File: src/rtl/fwd_hazard_unit.sv
// Forwarding-select and load-use stall generator for the DLX EX-stage operand muxes.
// Optional saturating statistics counters are built when FWD_STATS_EN is defined.
module fwd_hazard_unit #(
    parameter int REG_ADDR_W = 5,
    parameter int CNT_W      = 16
) (
    input  logic                  clk,
    input  logic                  reset,
    input  logic                  id_valid,
    input  logic [REG_ADDR_W-1:0] id_rs,
    input  logic [REG_ADDR_W-1:0] id_rt,
    input  logic [REG_ADDR_W-1:0] id_dst,
    input  logic                  id_wr_en,
    input  logic                  id_is_load,
    input  logic                  flush,
    output logic [1:0]            fwd_sel_a,
    output logic [1:0]            fwd_sel_b,
    output logic                  stall
`ifdef FWD_STATS_EN
    ,
    output logic [CNT_W-1:0]      stat_fwd_cnt,
    output logic [CNT_W-1:0]      stat_stl_cnt
`endif
);

    typedef struct packed {
        logic [REG_ADDR_W-1:0] dst;
        logic                  wr;
        logic                  load;
    } stage_t;

    localparam logic [1:0] SEL_RF  = 2'b00;
    localparam logic [1:0] SEL_MEM = 2'b10;
    localparam logic [1:0] SEL_WB  = 2'b01;

    // The WB occupant writes the register file in the same cycle a consumer
    // reads it, so no forwarding decision ever consults it; EX and MEM suffice.
    stage_t     ex_q, mem_q;
    stage_t     id_entry;
    logic       kill_id;
    logic [1:0] sel_a_nxt, sel_b_nxt;

    // A write to r0 is stored as a bubble so it can never match a reader.
    always_comb begin
        id_entry      = '0;
        id_entry.dst  = id_dst;
        id_entry.wr   = id_wr_en && (id_dst != '0);
        id_entry.load = id_is_load && id_entry.wr;
    end

    assign stall   = id_valid && ex_q.wr && ex_q.load &&
                     ((ex_q.dst == id_rs) || (ex_q.dst == id_rt));
    assign kill_id = stall || flush || !id_valid;

    // NOTE: every combinational output gets a default first, so no path leaves it unassigned and no latch is inferred.
    always_comb begin
        sel_a_nxt = SEL_RF;
        sel_b_nxt = SEL_RF;
        if (!kill_id) begin
            if (ex_q.wr && ex_q.dst == id_rs)        sel_a_nxt = SEL_MEM;
            else if (mem_q.wr && mem_q.dst == id_rs) sel_a_nxt = SEL_WB;
            if (ex_q.wr && ex_q.dst == id_rt)        sel_b_nxt = SEL_MEM;
            else if (mem_q.wr && mem_q.dst == id_rt) sel_b_nxt = SEL_WB;
        end
    end

    // NOTE: sequential state uses non-blocking assignments so every register samples pre-edge values.
    always_ff @(posedge clk) begin
        if (reset) begin
            ex_q      <= '0;
            mem_q     <= '0;
            fwd_sel_a <= SEL_RF;
            fwd_sel_b <= SEL_RF;
        end else begin
            mem_q     <= flush   ? '0 : ex_q;
            ex_q      <= kill_id ? '0 : id_entry;
            fwd_sel_a <= sel_a_nxt;
            fwd_sel_b <= sel_b_nxt;
        end
    end

`ifdef FWD_STATS_EN
    logic fwd_event;
    assign fwd_event = (sel_a_nxt != SEL_RF) || (sel_b_nxt != SEL_RF);

    always_ff @(posedge clk) begin
        if (reset) begin
            stat_fwd_cnt <= '0;
            stat_stl_cnt <= '0;
        end else begin
            if (fwd_event && stat_fwd_cnt != '1) stat_fwd_cnt <= stat_fwd_cnt + CNT_W'(1);
            if (stall && stat_stl_cnt != '1)     stat_stl_cnt <= stat_stl_cnt + CNT_W'(1);
        end
    end
`endif

endmodule

File: config.mk
export PLATFORM = sky130hd
export DESIGN_NAME = fwd_hazard_unit
export DESIGN_NICKNAME = d
export VERILOG_FILES = /design/src/rtl/fwd_hazard_unit.sv
export SDC_FILE = /design/constraint.sdc
export NUM_CORES = 1
export LEC_CHECK = 0
export CAP_MARGIN = 40
export CORE_UTILIZATION = 43
export DETAILED_ROUTE_END_ITERATION = 6
export PLACE_DENSITY = 0.78
export SLEW_MARGIN = 20
export SYNTH_ARGS = -nofsm -noshare
export SYNTH_HDL_FRONTEND = slang
export SYNTH_SLANG_ARGS = --single-unit
File: constraint.sdc
create_clock -name clk -period 2 [get_ports clk]
set_clock_uncertainty 0.1 [all_clocks]
set_input_delay 0.3 -clock clk [delete_from_list [all_inputs] [get_ports clk]]
set_output_delay 0.3 -clock clk [all_outputs]
set_load 0.05 [all_outputs]
==> flow_summary.toml <==
[status]
outcome = "complete, but fails checks"
violations = "DRC"

[global_routing]
grt_usage_pct = 24.0
grt_overflow = 0
grt_pass1_vias = 793
antenna_found_initial = 0
grt_max_degree = 10
grt_pass1_wl_mm = 3.40

[detailed_routing]
vias_per_cell = 5.18
drc = 1
route.detailed.wl_per_inst_um = 14.2
finalWirelength_mm = 2.07
ant_nets = 0
vias = 757
first_pass_iters = 7
initialDrtViolationCount = 16

[synth]
syn_area_per_cell_um2 = 9.45
synth_top_area_cell = "dfxtp_1"
yosysSeqAreaShare_pct = 44.4
synth_cells = 81
synth.area.top_cells = "dfxtp_1, xnor2_1, xor2_1, nor3_1, and2_1"
syn-num-nets = 102
synth_warnings = 0
synth_seq_cells = 17
synth_area_um2 = 766
ys_types = 19
synth_top_area_share_pct = 44.4

[floorplan]
die-area_um2 = 1950
die_h_um = 44.2
start_util_pct = 48.6
core_um2 = 1580
rows = 14
die_w_um = 44.2
io_pins = 26

[worst_setup_path]
path_class = "input port to output port"
cp-start-kind = "input port"
critPathCaptureType = "output port"
crit_chain = "clkdlybuf4s50_1 > xnor2_1 > nand2_1 > nor3_2 > or2_1 > buf_12"
cpLargestDelayFamily = "buffers and inverters"
max_stage_delay_ns = 0.51
crit_slowest_cell = "clkdlybuf4s50_1"
reg2reg_depth = 10
critical_path_depth = 6
cp_num_buf_inv = 2
r2r-start = "ex_q[3]"
cp-startpoint = "id_rt[3]"
cp.required_ns = 1.60
r2r_slack_ns = 0.20
cp_max_fo = 2
endpoint = "stall"
reg2reg_to = "fwd_sel_b[0]"
arrival_ns = 1.54

[cells_and_area]
fin_area_um2 = 1270
area_growth_pct = 65.5
antennaDiodeCount = 0
fin_nets = 152
layout-drive-gt1-share_pct = 27.7

[pwr]
powerDensity_nw_per_um2 = 517
vdd_ir_drop_max_uv = 588
p_leak_nw = 0.570

[cts]
clock_latency_ns = 0.28
hold_buffers = 0
cts_max_path_buffers = 2
tritoncts = "yes"
htreeDepth = 1
cts_root_buffer = "clkbuf_4"
cts.sinks = 17
cts_made_buffers = 3
clkSlewWorstSetupHoldPaths_ns = 0.10

[timing]
report.final.slew_viol_count = 0
rsz0062_at_grt = "no"
setup_viol = 0
min_period_over_period_pct = 97.0
hold_viol_final = 0
tightest_slew_ns = 0.496
min_period_ns = 1.94
max_freq_mhz = 515
worst_slack_ns = 0.0591
whs_ns = 0.392
relSlewSlack_pct = 66.8

[place]
routabilityCongestion = 0.780
placed_area_um2 = 1090
io_buffers = 25
dpl.hpwl_mm = 1.39
pre_cts_ws_ns = -0.0328

[run]
max-cap-violations = 0

[worst_hold_path]
hold_path_class = "flop to flop"
[stage by stage]
step                cells  util (%)  setup TNS, ns  power, mW
floorplan              81         -              0      0.392
global placement      128      69.2       -0.00740      0.452
detailed placement    128      69.2        -0.0328      0.454
CTS                   145      77.0              0      0.647
global route          146      80.4              0      0.682
finish                146      80.4              0      0.655
[Yosys cell counts]
library cell and number:
dfxtp_1 17, nor3_1 10, xnor2_1 10, xor2_1 10, nand2_1 7, and2_1 6
nor2_1 4, nand3_1 3, a211oi_1 2, nand4_1 2, nor3_2 2, and2_2 1
buf_4 1, nand3b_1 1, nor2_2 1, nor4b_1 1, o211ai_1 1, or2_1 1
or4_1 1
[per-layer routing]
metal | up-vias | routed length (µm) | track usage, %
li1 | 372 | - | -
met2 | 28 | 990 | 42.6
met3 | 4 | 106 | 4.49
met5 | - | 0 | 0
met4 | 0 | 34 | 7.27
met1 | 353 | 936 | 29.3
[cells by family after synthesis]
family          after synthesis  synth area share, %
simple gates                 40                 28.8
xor+xnor                     20                 22.9
flops                        17                 44.4
compound gates                3                 2.94
buf+inv                       1                0.981
[worst min path at each step]
stage	startpoint	endpoint	slack, ns	depth (start not counted)
after CTS	mem_q[1]	fwd_sel_b[0]	0.38	2
after detailed placement	mem_q[1]	fwd_sel_b[0]	0.36	2
after global placement	mem_q[1]	fwd_sel_b[0]	0.36	2
final	mem_q[1]	fwd_sel_a[0]	0.39	2
after global routing	mem_q[1]	fwd_sel_a[0]	0.41	2
after floorplan	id_dst[0]	ex_q[2]	0.32	2
[state kept, by name, indices dropped and copies added, names as in the netlist]
name	cells
fwd_sel_b	2
fwd_sel_a	2
mem_q	6
ex_q	7
[what timing repair did]
action | CTS | global route
setup buffers | 13 | 1
pin swaps | 8 | 9
resized for setup | 1 | 14
setup endpoints to repair | 1 | 4
cloned | 0 | 0
[cells in the final DEF (no fill, tap or decap), drive strengths merged]
| master | netlist | final |
|---|---|---|
| nor3 | 12 | 12 |
| dfxtp | 17 | 17 |
| a211oi | 2 | 2 |
| dlygate4sd2 | 0 | 1 |
| nand3b | 1 | 1 |
| clkbuf | 0 | 4 |
| nand4 | 2 | 2 |
| dlymetal6s2s | 0 | 7 |
| nor4b | 1 | 1 |
| nor2 | 5 | 5 |
| nand2 | 7 | 7 |
| or2 | 1 | 1 |
| o211ai | 1 | 1 |
| xnor2 | 10 | 10 |
| clkdlybuf4s50 | 0 | 16 |
| buf | 1 | 22 |
| and2 | 7 | 7 |
| xor2 | 10 | 10 |
| nand3 | 3 | 3 |
| or4 | 1 | 1 |
[cell type report]
cell class	instances	area [µm²]
repair buffers	46	434
multi-input cells	63	443
fillers	110	309
flip-flops and latches	17	344
well taps	16	20.0
clock buffers	4	26.3
[worst min-delay path: stages, from the launching register on]
cell and delay (ns):
dfxtp_1 0.33, nand4_1 0.08, a211oi_1 0.04
[power by group]
group	total, mW	internal (mW)	switching, mW
clock network	0.184	0.0773	0.107
registers	0.349	0.343	0.00546
logic	0.122	0.0779	0.0444
total	0.655	0.499	0.156
Power figures use the tool's default switching activity.
